===== config.mk =====
export PLATFORM = sky130hd
export DESIGN_NAME = mem_access_unit
export DESIGN_NICKNAME = d
export VERILOG_FILES = /design/src/rtl/mem_access_unit.sv
export SDC_FILE = /design/constraint.sdc
export NUM_CORES = 1
export LEC_CHECK = 0
export ABC_AREA = 0
export BUFFER_PORTS_ARGS = -buffer_cell sky130_fd_sc_hd__clkbuf_2
export CAP_MARGIN = 20
export CORE_MARGIN = 10
export CORE_UTILIZATION = 50
export CTS_CLUSTER_SIZE = 12
export DETAILED_ROUTE_END_ITERATION = 10
export GPL_TIMING_DRIVEN = 1
export PLACE_DENSITY = 0.81
export REMOVE_ABC_BUFFERS = 1
export SLEW_MARGIN = 20
export SYNTH_ARGS = -nofsm -noshare
export SYNTH_HDL_FRONTEND = slang
export SYNTH_SLANG_ARGS = --single-unit

===== constraint.sdc =====
create_clock -name clk -period 2.7 [get_ports clk]
set_input_delay 0.135 -clock clk [delete_from_list [all_inputs] [get_ports clk]]
set_output_delay 0.135 -clock clk [all_outputs]
set_load 0.1 [all_outputs]

===== src/rtl/mem_access_unit.sv =====
// ---------------------------------------------------------------------------
// mem_access_unit
//   Memory address / data register pair with a handshake FSM for
//   variable-latency memory. Replaces the fixed 16-bit MAR/MDR pair on the
//   processor data bus. Supports word and byte accesses, lane selection,
//   alignment checking and a response timeout.
//
// Ports
//   clk          : system clock, rising edge
//   rst_n        : asynchronous active-low reset
//   bus_in       : processor data bus value
//   load_mar     : MAR <= bus_in (zero-extended / truncated to ADDR_WIDTH)
//   load_mdr     : MDR <= bus_in
//   start_read   : begin a read at MAR
//   start_write  : begin a write of MDR to MAR
//   byte_mode    : sampled with a start; 1 = byte access
//   mar_out      : MAR contents
//   mdr_out      : MDR contents (drives the bus through the tri-state gate)
//   busy         : FSM not idle
//   done         : one-cycle completion pulse
//   err          : sticky error, cleared by the next accepted start
//   mem_addr     : memory address (equals MAR)
//   mem_wdata    : memory write data
//   mem_byte_en  : memory lane enables
//   mem_read     : read request, held until response
//   mem_write    : write request, held until response
//   mem_rdata    : memory read data, valid with mem_resp
//   mem_resp     : memory response
// ---------------------------------------------------------------------------
module mem_access_unit #(
  parameter int WIDTH      = 16,
  parameter int ADDR_WIDTH = 16,
  parameter int TIMEOUT    = 15
) (
  input  logic                    clk,
  input  logic                    rst_n,
  input  logic [WIDTH-1:0]        bus_in,
  input  logic                    load_mar,
  input  logic                    load_mdr,
  input  logic                    start_read,
  input  logic                    start_write,
  input  logic                    byte_mode,
  output logic [ADDR_WIDTH-1:0]   mar_out,
  output logic [WIDTH-1:0]        mdr_out,
  output logic                    busy,
  output logic                    done,
  output logic                    err,
  output logic [ADDR_WIDTH-1:0]   mem_addr,
  output logic [WIDTH-1:0]        mem_wdata,
  output logic [WIDTH/8-1:0]      mem_byte_en,
  output logic                    mem_read,
  output logic                    mem_write,
  input  logic [WIDTH-1:0]        mem_rdata,
  input  logic                    mem_resp
);

  localparam int NLANES = WIDTH / 8;
  localparam int LB     = (NLANES > 1) ? $clog2(NLANES) : 1;
  localparam int CW     = $clog2(TIMEOUT + 1);

  typedef enum logic [1:0] {
    ST_IDLE   = 2'd0,
    ST_READ   = 2'd1,
    ST_WRITE  = 2'd2,
    ST_FINISH = 2'd3
  } state_t;

  state_t                  state_r;
  logic [ADDR_WIDTH-1:0]   mar_r;
  logic [WIDTH-1:0]        mdr_r;
  logic [CW-1:0]           cnt_r;
  logic [LB-1:0]           lane_r;
  logic                    byte_r;
  logic                    busy_r;
  logic                    done_r;
  logic                    err_r;
  logic                    mem_read_r;
  logic                    mem_write_r;
  logic [NLANES-1:0]       mem_be_r;
  logic [WIDTH-1:0]        mem_wdata_r;

  logic [LB-1:0]           start_lane_s;
  logic [7:0]              rd_byte_s;
  logic [WIDTH-1:0]        rd_sext_s;

  // Lane enables: one-hot at the lane for byte accesses, all lanes for words.
  function automatic logic [NLANES-1:0] lane_mask(input logic bm, input logic [LB-1:0] ln);
    logic [NLANES-1:0] m;
    m = '0;
    for (int i = 0; i < NLANES; i++) begin
      m[i] = bm ? (ln == LB'(i)) : 1'b1;
    end
    return m;
  endfunction

  // Extract the byte at the given lane of a data word.
  function automatic logic [7:0] get_byte(input logic [WIDTH-1:0] d, input logic [LB-1:0] ln);
    logic [7:0] b;
    b = 8'h00;
    for (int i = 0; i < NLANES; i++) begin
      if (ln == LB'(i)) begin
        b = d[i*8 +: 8];
      end else begin
        b = b;
      end
    end
    return b;
  endfunction

  // Lane of the current MAR and the sign-extended read byte at the latched lane.
  always_comb begin
    start_lane_s = mar_r[LB-1:0];
    rd_byte_s    = get_byte(mem_rdata, lane_r);
    rd_sext_s    = {{(WIDTH-8){rd_byte_s[7]}}, rd_byte_s};
  end

  // Access FSM together with the MAR/MDR registers and all registered outputs.
  always_ff @(posedge clk or negedge rst_n) begin
    if (!rst_n) begin
      state_r     <= ST_IDLE;
      mar_r       <= '0;
      mdr_r       <= '0;
      cnt_r       <= '0;
      lane_r      <= '0;
      byte_r      <= 1'b0;
      busy_r      <= 1'b0;
      done_r      <= 1'b0;
      err_r       <= 1'b0;
      mem_read_r  <= 1'b0;
      mem_write_r <= 1'b0;
      mem_be_r    <= '0;
      mem_wdata_r <= '0;
    end else begin
      done_r <= 1'b0;
      case (state_r)
        ST_IDLE: begin
          if (load_mar) begin
            mar_r <= ADDR_WIDTH'(bus_in);
          end
          if (load_mdr) begin
            mdr_r <= bus_in;
          end
          // The start sees the pre-edge MAR even if load_mar is also high.
          if (start_read || start_write) begin
            err_r  <= 1'b0;
            byte_r <= byte_mode;
            lane_r <= start_lane_s;
            if (start_read && start_write) begin
              err_r  <= 1'b1;
              done_r <= 1'b1;
            end else if (!byte_mode && (start_lane_s != '0)) begin
              // Misaligned word: report immediately, no memory request.
              err_r  <= 1'b1;
              done_r <= 1'b1;
            end else begin
              busy_r   <= 1'b1;
              cnt_r    <= '0;
              mem_be_r <= lane_mask(byte_mode, start_lane_s);
              if (start_read) begin
                state_r    <= ST_READ;
                mem_read_r <= 1'b1;
              end else begin
                state_r     <= ST_WRITE;
                mem_write_r <= 1'b1;
                mem_wdata_r <= byte_mode ? {NLANES{mdr_r[7:0]}} : mdr_r;
              end
            end
          end
        end
        ST_READ, ST_WRITE: begin
          // A response on the timeout edge still counts as success.
          if (mem_resp) begin
            state_r     <= ST_FINISH;
            done_r      <= 1'b1;
            mem_read_r  <= 1'b0;
            mem_write_r <= 1'b0;
            mem_be_r    <= '0;
            if (state_r == ST_READ) begin
              mdr_r <= byte_r ? rd_sext_s : mem_rdata;
            end
          end else if (cnt_r == CW'(TIMEOUT - 1)) begin
            state_r     <= ST_FINISH;
            done_r      <= 1'b1;
            err_r       <= 1'b1;
            mem_read_r  <= 1'b0;
            mem_write_r <= 1'b0;
            mem_be_r    <= '0;
          end else begin
            cnt_r <= cnt_r + CW'(1);
          end
        end
        ST_FINISH: begin
          state_r <= ST_IDLE;
          busy_r  <= 1'b0;
        end
        default: begin
          state_r     <= ST_IDLE;
          busy_r      <= 1'b0;
          mem_read_r  <= 1'b0;
          mem_write_r <= 1'b0;
          mem_be_r    <= '0;
        end
      endcase
    end
  end

  assign mar_out     = mar_r;
  assign mdr_out     = mdr_r;
  assign busy        = busy_r;
  assign done        = done_r;
  assign err         = err_r;
  assign mem_addr    = mar_r;
  assign mem_wdata   = mem_wdata_r;
  assign mem_byte_en = mem_be_r;
  assign mem_read    = mem_read_r;
  assign mem_write   = mem_write_r;

endmodule


== Yosys cells after proc, flatten, opt, wreduce, memory -nomap -nowiden ==
Cells that the tools add are included.

* Bits in registers: 63

* Bitwise operators: 4
* Mux-type cells: 54
* Add/subtract/negate cells: 1
* Equality and inequality tests: 16
* Reductions and logical operators: 19

{| class="wikitable"
|+ Operators by type and width
! kind !! count
|-
| $mux 16 || 5
|-
| $pmux 16 s2 || 1
|-
| $mux 1 || 23
|-
| $mux 2 || 11
|-
| $ne 2x2->1 const B || 11
|-
| $mux 4 || 5
|-
| $reduce_and 6->1 || 3
|-
| $reduce_and 4->1 || 4
|-
| $pmux 1 s2 || 5
|-
| $reduce_and 5->1 || 2
|-
| $mux 8 || 1
|-
| $pmux 4 s2 || 1
|-
| $pmux 2 s3 || 1
|-
| $add 4x1->4 const B || 1
|-
| $eq 2x2->1 const B || 2
|-
| $eq 4x4->1 const B || 1
|-
| $not 1->1 || 4
|-
| $pmux 2 s2 || 1
|-
| $reduce_and 2->1 || 2
|-
| $reduce_bool 2->1 || 2
|-
| $ne 3x3->1 const B || 1
|-
| $eq 2x1->1 const B || 1
|-
| $logic_and 1x1->1 || 2
|-
| $logic_not 2->1 || 1
|-
| other kinds (3) || 3
|}

== Longest topological paths before layout ==
Gate-level depths: netlist (run 1).

* Word-level depth: 6
* Gate-level depth with buffers: 9
* Depth with buffers taken out: 6

== Least setup slack after synthesis (run 1) ==
OpenSTA, ideal clock, no wires.

* Kind: reg-to-reg
* From: register mar_r[0], in the netlist mar_out[0]
* To: register mem_wdata_r[4], in the netlist mem_wdata[4]
* Path slack: 0.490 ns
* Required time: 2.574 ns
* Path buffers: 1
* Data arrival time: 2.084 ns
* Stages on the path, launching flop included: 5
* Cells stage by stage: dfrtp_1 -> nand2b_1 -> nand4b_1 -> clkbuf_1 -> mux2_2

* Cells in the longest elaborated chain, start to end: 3

{| class="wikitable"
|+ RTL lines
! what !! RTL line !! RTL
|-
| from (decl) || 69 || <nowiki>logic [ADDR_WIDTH-1:0] mar_r;</nowiki>
|-
| from (signal assigned) || 138 || <nowiki>mar_r <= ADDR_WIDTH'(bus_in);</nowiki>
|-
| $logic_and 1x1->1 || 151 || <nowiki>end else if (!byte_mode && (start_lane_s != '0)) begin</nowiki>
|-
| $not 1->1 (no source line) || -- ||
|-
| $reduce_and 5->1 (no source line) || -- ||
|-
| to (signal assigned) || 165 || <nowiki>mem_wdata_r <= byte_mode ? {NLANES{mdr_r[7:0]}} : mdr_r;</nowiki>
|-
| to (decl) || 80 || <nowiki>logic [WIDTH-1:0] mem_wdata_r;</nowiki>
|}

Every way passes these cells.
A chain may end at the register's enable or synchronous reset.

== Worst setup path in the final report (run 1) ==
* From: register state_r[0]
* To: register mdr_r[3], in the netlist mdr_out[3]

* Cells in the longest elaborated chain, start to end: 4
* Elaborated cells between the ends (all ways): 10

{| class="wikitable"
|+ RTL lines
! what !! RTL line !! RTL
|-
| from (decl) || 68 || <nowiki>state_t state_r;</nowiki>
|-
| from (signal assigned) || 120 || <nowiki>state_r <= ST_IDLE;</nowiki>
|-
| from (signal assigned) || 160 || <nowiki>state_r <= ST_READ;</nowiki>
|-
| from (signal assigned) || 163 || <nowiki>state_r <= ST_WRITE;</nowiki>
|-
| $eq 2x1->1 or $eq 2x2->1 (tied branches) || 135, 178 ||
|-
| $reduce_or 2->1 || 135 || <nowiki>case (state_r)</nowiki>
|-
| $ne 2x2->1 (no source line) or $reduce_bool 2->1 (tied branches) || -- ||
|-
| $reduce_and 4->1 (no source line) || -- ||
|-
| to (signal assigned) || 141 || <nowiki>mdr_r <= bus_in;</nowiki>
|-
| to (signal assigned) || 179 || <nowiki>mdr_r <= byte_r ? rd_sext_s : mem_rdata;</nowiki>
|-
| to (decl) || 70 || <nowiki>logic [WIDTH-1:0] mdr_r;</nowiki>
|}

Several ways; a longest one is shown, not always the timed one.

==> results.yml, run 1 <==
status:
  status: "complete, no violations"
synthesis:
  synth_cells: 297
  synth_seq_cells: 63
  synth.distinct_cells: 41
  mappedNetlistArea_um2: 3160
  ys_seq_area_share_pct: 49.9
  yosysWarnings: 0
  syn_area_per_cell_um2: 10.6
worst_setup_path:
  ff2ff_path_depth: 6
  crit_cells: 6
  max_stage_delay_ns: 0.63
  path_buf_inv: 1
  cp_cell_sequence: "inv_1, ha_1, nor2b_4, or4_4, a311oi_1, a21o_1"
  r2r-start: "state_r[0]$_DFFE_PN0P_"
  cpLargestDelayFamily: "simple AND/OR/NAND/NOR gates"
  r2r_slack_ns: 0.54
  worstPathMaxFanout: 23
  crit_path_start_kind: "register"
  path_class: "reg -> reg"
  cp.required_ns: 2.97
  rr_endpoint: "mdr_out[3]$_DFFE_PN0P_"
  crit_end: "mdr_out[3]$_DFFE_PN0P_"
  cp-startpoint: "state_r[0]$_DFFE_PN0P_"
  cp_slowest_cell: "or4_4"
  arrival_ns: 2.43
  endpoint_kind: "register"
finish:
  final_core_util_pct: 64.0
  syn_to_final_growth_pct: 22.0
  stdcell_count: 471
  diodes: 0
  finalNetCount: 439
  drive_above_1_share_pct: 41.4
clock_network:
  clockRootBuffer: "clkbuf_8"
  cts_resized: 0
  cts_made_buffers: 9
  cts_setup_buffers: 0
  cts_htree_levels: 3
  insertion_delay_ns: 0.34
  clk_pin_slew_ns: 0.07
  ctsHoldBuffers: 1
  clock_sinks: 63
  cts_tree: "done"
  clock_path_buffers: 2
floorplan:
  die_y_um: 99.5
  initial_core_util_pct: 52.5
  rows: 28
  dieArea_um2: 9900
  chipWidth_um: 99.5
  placeableCoreArea_um2: 6030
  io_pins: 111
sta:
  period_share_pct: 79.9
  hold_violations: 0
  post-route-min-period_ns: 2.16
  fmax_mhz: 464
  setup_tns_ns: 0
  fin_skew_ns: 0.00702
  hold_slack_ns: 0.0438
  rsz0062_at_grt: "false"
  relSlewSlack_pct: 46.6
  setup_viol: 0
  tightestPinTransition_ns: 0.801
  finalMaxSlewViolations: 0
routing:
  drt_iter0_markers: 197
  routed_wl_um: 8380
  route.antenna.remaining_nets: 0
  wire_per_inst_um: 17.8
  vias: 2580
  drt-pass1-iter-count: 4
  drc: 0
  vias_per_cell: 5.48
grt:
  grt_overflow: 0
  grt_usage_pct: 17.4
  antenna_found_initial: 0
  grt_pass1_vias: 2728
  grt_first_pass_wirelength_um: 13800
  grt_max_degree: 64
hold_path:
  hp-class: "in -> reg"
placed_design:
  place.port_buffers: 110
  dp_hpwl_um: 6460
  gp_congestion: 0.864
  placed_cells: 455
flow_run:
  cap_violations: 0
-- worst min-delay path by stage --
stage | slack [ns] | from | cells after the start | endpoint
global placement | 0.34 | rst_n | 2 | mem_wdata[5]$_DFFE_PN0P_
floorplan | -0.16 | rst_n | 0 | busy$_DFFE_PN0P_
CTS | 0.03 | bus_in[13] | 2 | mar_out[13]$_DFFE_PN0P_
global route | 0.05 | bus_in[15] | 2 | mar_out[15]$_DFFE_PN0P_
detailed placement | 0.36 | rst_n | 2 | mem_wdata[13]$_DFFE_PN0P_
finish | 0.04 | bus_in[13] | 2 | mar_out[13]$_DFFE_PN0P_
-- state kept, by name, summed over array words and instances (netlist names) --
name,count
mar_out,16
mdr_out,16
mem_wdata,16
cnt_r,4
mem_byte_en,2
state_r,2
busy,1
byte_r,1
done,1
err,1
lane_r,1
mem_read,1
mem_write,1
-- worst reg2reg max path, delay by kind of cell, from the launching register on --
family                     cells  cell delay (ns)
AOI/OAI and AO/OA              2             0.40
and+or+nand+nor                2             0.81
DFF                            1             0.38
adders and majority gates      1             0.41
buffers and inverters          1             0.10
-- cell usage after synthesis --
cell type | count | area (µm²)
nand3b_1 | 1 | 7.51
a21oi_1 | 14 | 70.1
a21o_1 | 7 | 52.6
ha_1 | 7 | 87.6
o22a_1 | 1 | 8.76
a31oi_1 | 2 | 12.5
nor4_1 | 1 | 6.26
nand2_1 | 32 | 120
or4b_2 | 1 | 10.0
buf_1 | 1 | 3.75
buf_2 | 4 | 20.0
buf_4 | 16 | 120
xor2_1 | 1 | 8.76
buf_6 | 3 | 33.8
mux2_2 | 27 | 304
nand4b_1 | 1 | 8.76
a21boi_0 | 1 | 7.51
a311oi_2 | 4 | 60.1
clkbuf_1 | 8 | 30.0
o21ai_1 | 1 | 5.00
a311oi_1 | 3 | 26.3
o211ai_1 | 1 | 7.51
nand2b_1 | 3 | 18.8
maj3_1 | 1 | 10.0
mux2i_1 | 13 | 130
nor2b_4 | 1 | 13.8
o2bb2ai_1 | 2 | 17.5
xnor2_1 | 1 | 8.76
a22o_1 | 1 | 8.76
or2_2 | 1 | 6.26
or4_4 | 1 | 11.3
o21ai_0 | 37 | 185
nor2b_1 | 3 | 18.8
inv_1 | 7 | 26.3
nor3_1 | 1 | 5.00
and2_1 | 1 | 6.26
clkinv_1 | 1 | 3.75
nor2_1 | 12 | 45.0
dfrtp_1 | 63 | 1580
o31a_1 | 1 | 8.76
nand3_1 | 10 | 50.1
-- stage by stage --
stage	area, µm²	setup WS [ns]
3_5_place_dp	3640	0.551
3_3_place_gp	3640	0.656
6_report	3860	0.543
5_1_grt	3860	0.316
2_1_floorplan	2950	-0.240
4_1_cts	3860	0.535
-- placed cells by master (no fill, tap or decap), types with 2 or more instances in the layout --
| master | instances |
|---|---|
| a21o_1 | 7 |
| a21oi_1 | 14 |
| a311oi_1 | 3 |
| a311oi_2 | 4 |
| a31oi_1 | 2 |
| buf_4 | 5 |
| bufinv_16 | 2 |
| clkbuf_2 | 110 |
| clkbuf_8 | 10 |
| clkinv_2 | 2 |
| dfrtp_1 | 63 |
| ha_1 | 7 |
| inv_1 | 7 |
| mux2_2 | 27 |
| mux2i_1 | 13 |
| nand2_1 | 32 |
| nand2b_1 | 3 |
| nand3_1 | 10 |
| nor2_1 | 12 |
| nor2b_1 | 3 |
| o21ai_0 | 37 |
| o2bb2ai_1 | 2 |
-- cell families (layout without fill, tap and decap cells) --
| group | count (synthesis) | in the layout | synth area share, % |
|---|---|---|---|
| compound gates | 75 | 75 | 14.9 |
| simple gates | 69 | 69 | 10.4 |
| flops | 63 | 63 | 49.9 |
| mux | 40 | 40 | 13.7 |
| buf+inv | 40 | 139 | 7.52 |
| fa+ha+maj | 8 | 8 | 3.09 |
| xor+xnor | 2 | 2 | 0.554 |
-- cell type report --
type | instances | area (µm²)
fillers | 497 | 2170
flip-flops and latches | 63 | 1580
multi-input cells | 194 | 1350
repair buffers | 116 | 598
clock buffers | 11 | 141
well taps | 75 | 93.8
clock inverters | 4 | 70.1
inverters | 8 | 30.0
-- metal layers --
layer	global-route usage (%)	wire length [µm]	up-vias
met5	0	0	-
met4	10.1	258	0
met3	3.81	586	18
met2	29.5	4300	105
met1	19.6	3240	1239
li1	-	-	1218
Power of run 1 is not shown: default switching activity piles up to over one toggle a cycle in this logic, so the estimate is an artifact.
==> run 2: changes to the inputs <==
--- a/config.mk
+++ b/config.mk
@@ -5,15 +5,15 @@
 export SDC_FILE = /design/constraint.sdc
 export NUM_CORES = 1
 export LEC_CHECK = 0
-export ABC_AREA = 0
+export ABC_AREA = 1
 export BUFFER_PORTS_ARGS = -buffer_cell sky130_fd_sc_hd__clkbuf_2
 export CAP_MARGIN = 20
 export CORE_MARGIN = 10
-export CORE_UTILIZATION = 50
+export CORE_UTILIZATION = 51
 export CTS_CLUSTER_SIZE = 12
 export DETAILED_ROUTE_END_ITERATION = 10
 export GPL_TIMING_DRIVEN = 1
-export PLACE_DENSITY = 0.81
+export PLACE_DENSITY = 0.82
 export REMOVE_ABC_BUFFERS = 1
 export SLEW_MARGIN = 20
 export SYNTH_ARGS = -nofsm -noshare
==> constraint.sdc (replaced) <==
create_clock -name clk -period 2.2 [get_ports clk]
set_input_delay 0.11 -clock clk [delete_from_list [all_inputs] [get_ports clk]]
set_output_delay 0.11 -clock clk [all_outputs]
set_load 0.1 [all_outputs]
==> run 2 against run 1 <==
  * Non-clock buffer count grew 1
  * Fmax grew 17%
  * Worst hold slack lost 0.023 ns
  * Synthesized cell count grew 46%
  * Clock skew grew 0.00087 ns
  * Core utilization grew 0.29 points
  * Worst setup slack lost 0.18 ns
  * Global-route usage grew 0.067 points
  * Critical path depth is the same
  * Largest cell class unchanged
==> results.yml, run 2 <==
status:
  status: "complete, no violations"
finish:
  diodes: 0
  finalNetCount: 580
  layout_commonest_cell: "nand2_1"
  mostFrequentLayoutCells: "nand2_1 (179), clkbuf_2 (110), dfrtp_1 (63), inv_1 (44), o21ai_0 (37)"
  design_area_um2: 4060
  syn_to_final_growth_pct: 22.8
  drive_above_1_share_pct: 27.3
routing:
  routed_wl_um: 8590
  drc: 0
  wire_per_inst_um: 14.0
  drt_iter0_markers: 145
  vias_per_cell: 4.94
  drt-pass1-iter-count: 6
  vias: 3039
  route.antenna.remaining_nets: 0
synthesis:
  ys_async_sr_fraction_pct: 100
  ys.flop_type: "dfrtp_1"
  synth_area_leaders: "dfrtp_1 (48%), nand2_1 (20%), o21ai_0 (5.6%), inv_1 (5.0%), nand3_1 (4.4%)"
  yosysWarnings: 0
  mappedNetlistArea_um2: 3310
  synth_cells: 434
  yosysMostFrequentCell: "nand2_1"
  synth.distinct_cells: 24
  synthDominantCellAreaShare_pct: 47.7
  synth_seq_cells: 63
  ys_seq_area_share_pct: 47.7
  synth_top_area_cell: "dfrtp_1"
  synth-edff-count: 0
  syn_area_per_cell_um2: 7.62
  ys_top_cells_by_count: "nand2_1 (179), dfrtp_1 (63), inv_1 (44)"
floorplan:
  chipWidth_um: 101
  die_y_um: 101
  io_pins: 111
  rows: 29
  placeableCoreArea_um2: 6310
  dieArea_um2: 10100
  initial_core_util_pct: 52.4
clock_network:
  cts_tree: "done"
  clk_pin_slew_ns: 0.08
  cts_setup_buffers: 0
  cts_htree_levels: 3
  insertion_delay_ns: 0.34
  clock_path_buffers: 2
  cts_made_buffers: 9
  clockRootBuffer: "clkbuf_8"
  clock_sinks: 63
worst_setup_path:
  rr_endpoint: "mar_out[5]$_DFFE_PN0P_"
  worstPathMaxFanout: 23
  ff2ff_path_depth: 6
  endpoint_kind: "register"
  arrival_ns: 2.06
  path_class: "reg -> reg"
  cp.required_ns: 2.42
  r2r-start: "state_r[0]$_DFFE_PN0P_"
  r2r_slack_ns: 0.36
  crit_path_start_kind: "register"
sta:
  rsz0062_at_grt: "false"
  period_share_pct: 83.6
  setup_viol: 0
  fin_skew_ns: 0.00789
  hold_violations: 0
  relSlewSlack_pct: 47.8
  tightestPinTransition_ns: 0.783
  fmax_mhz: 544
  finalMaxSlewViolations: 0
  post-route-min-period_ns: 1.84
  hold_slack_ns: 0.0203
  finalWorstSetupSlack_ns: 0.361
placed_design:
  gp_congestion: 0.885
  dp_slack_ns: 0.365
  place_area_um2: 3800
  place.port_buffers: 110
  dp_hpwl_um: 6680
grt:
  grt_overflow: 0
  grt_pass1_vias: 2989
  grt_usage_pct: 17.4
  grt_first_pass_wirelength_um: 14300
  grt_max_degree: 64
  antenna_found_initial: 0
hold_path:
  hold_start: "bus_in[4]"
  hold_depth: 2
  min_to: "mar_out[4]$_DFFE_PN0P_"
  hp-class: "in -> reg"
flow_run:
  cap_violations: 0
## run 2: cell types whose count changed in the layout (fill, tap and decap cells not counted), moves of 3 or more
| cell | delta |
|---|---|
| nor2_1 | +3 |
| inv_1 | +37 |
| nor2b_1 | -3 |
| nand3_1 | +19 |
| a311oi_1 | -3 |
| nand2b_1 | -3 |
| inv_2 | +3 |
| mux2_2 | -22 |
| mux2i_1 | -13 |
| nand2_1 | +147 |
| a21o_1 | -7 |
| a311oi_2 | -4 |
## run 2: final cells by class
class / instances / area (µm²)
multi-input cells: 293 / 1340
flip-flops and latches: 63 / 1580
clock buffers: 10 / 138
well taps: 77 / 96.3
clock inverters: 6 / 116
repair buffers: 117 / 606
inverters: 49 / 186
fillers: 573 / 2250
## run 2: routing by layer
metal  vias up  share of wire [%]  global-route usage [%]
li1       1530                  -                       -
met2       104                 47                    26.8
met3        15                7.0                    5.08
met5         -                  0                       0
met4         0                2.1                    7.28
met1      1390                 44                    22.4
## run 2: worst max path at each step
stage	startpoint	endpoint	slack (ns)	cells past startpoint
3_5_place_dp	state_r[0]$_DFFE_PN0P_	mar_out[5]$_DFFE_PN0P_	0.37	6
3_3_place_gp	state_r[0]$_DFFE_PN0P_	mar_out[2]$_DFFE_PN0P_	0.44	4
4_1_cts	state_r[0]$_DFFE_PN0P_	mar_out[5]$_DFFE_PN0P_	0.37	5
2_1_floorplan	mar_out[0]$_DFFE_PN0P_	mem_wdata[10]$_DFFE_PN0P_	-0.45	5
6_report	state_r[0]$_DFFE_PN0P_	mar_out[5]$_DFFE_PN0P_	0.36	6
5_1_grt	state_r[0]$_DFFE_PN0P_	mar_out[5]$_DFFE_PN0P_	0.16	5
## run 2: repair_timing
| action | in CTS | in global routing |
|---|---|---|
| gates resized for setup | 0 | 0 |
| endpoints found under the hold margin | 63 | 0 |
| hold buffers | 1 | 0 |
## run 2: worst max-delay path, stage by stage (launching register included)
cell	delay, ns
dfrtp_1	0.41
inv_1	0.11
ha_1	0.30
nand2_1	0.45
buf_4	0.32
nand2_1	0.05
o21ai_0	0.08
## run 2: metrics by stage
step	setup TNS, ns	std cells	utilization, %
CTS	0	615	64.3
global route	0	615	64.3
finish	0	615	64.3
detailed placement	0	598	60.1
global placement	0	598	60.1
floorplan	-6.72	405	-
## run 2: cell families after synthesis
logic type               synth area share [%]
XOR/XNOR                                0.265
flip-flops                               47.7
AND/OR/NAND/NOR                          28.3
multiplexers                             1.70
adder cells (fa/ha/maj)                  2.65
buffers and inverters                    11.7
AO/OA/AOI/OAI                            7.61
Power of run 2 is left out for the same reason.
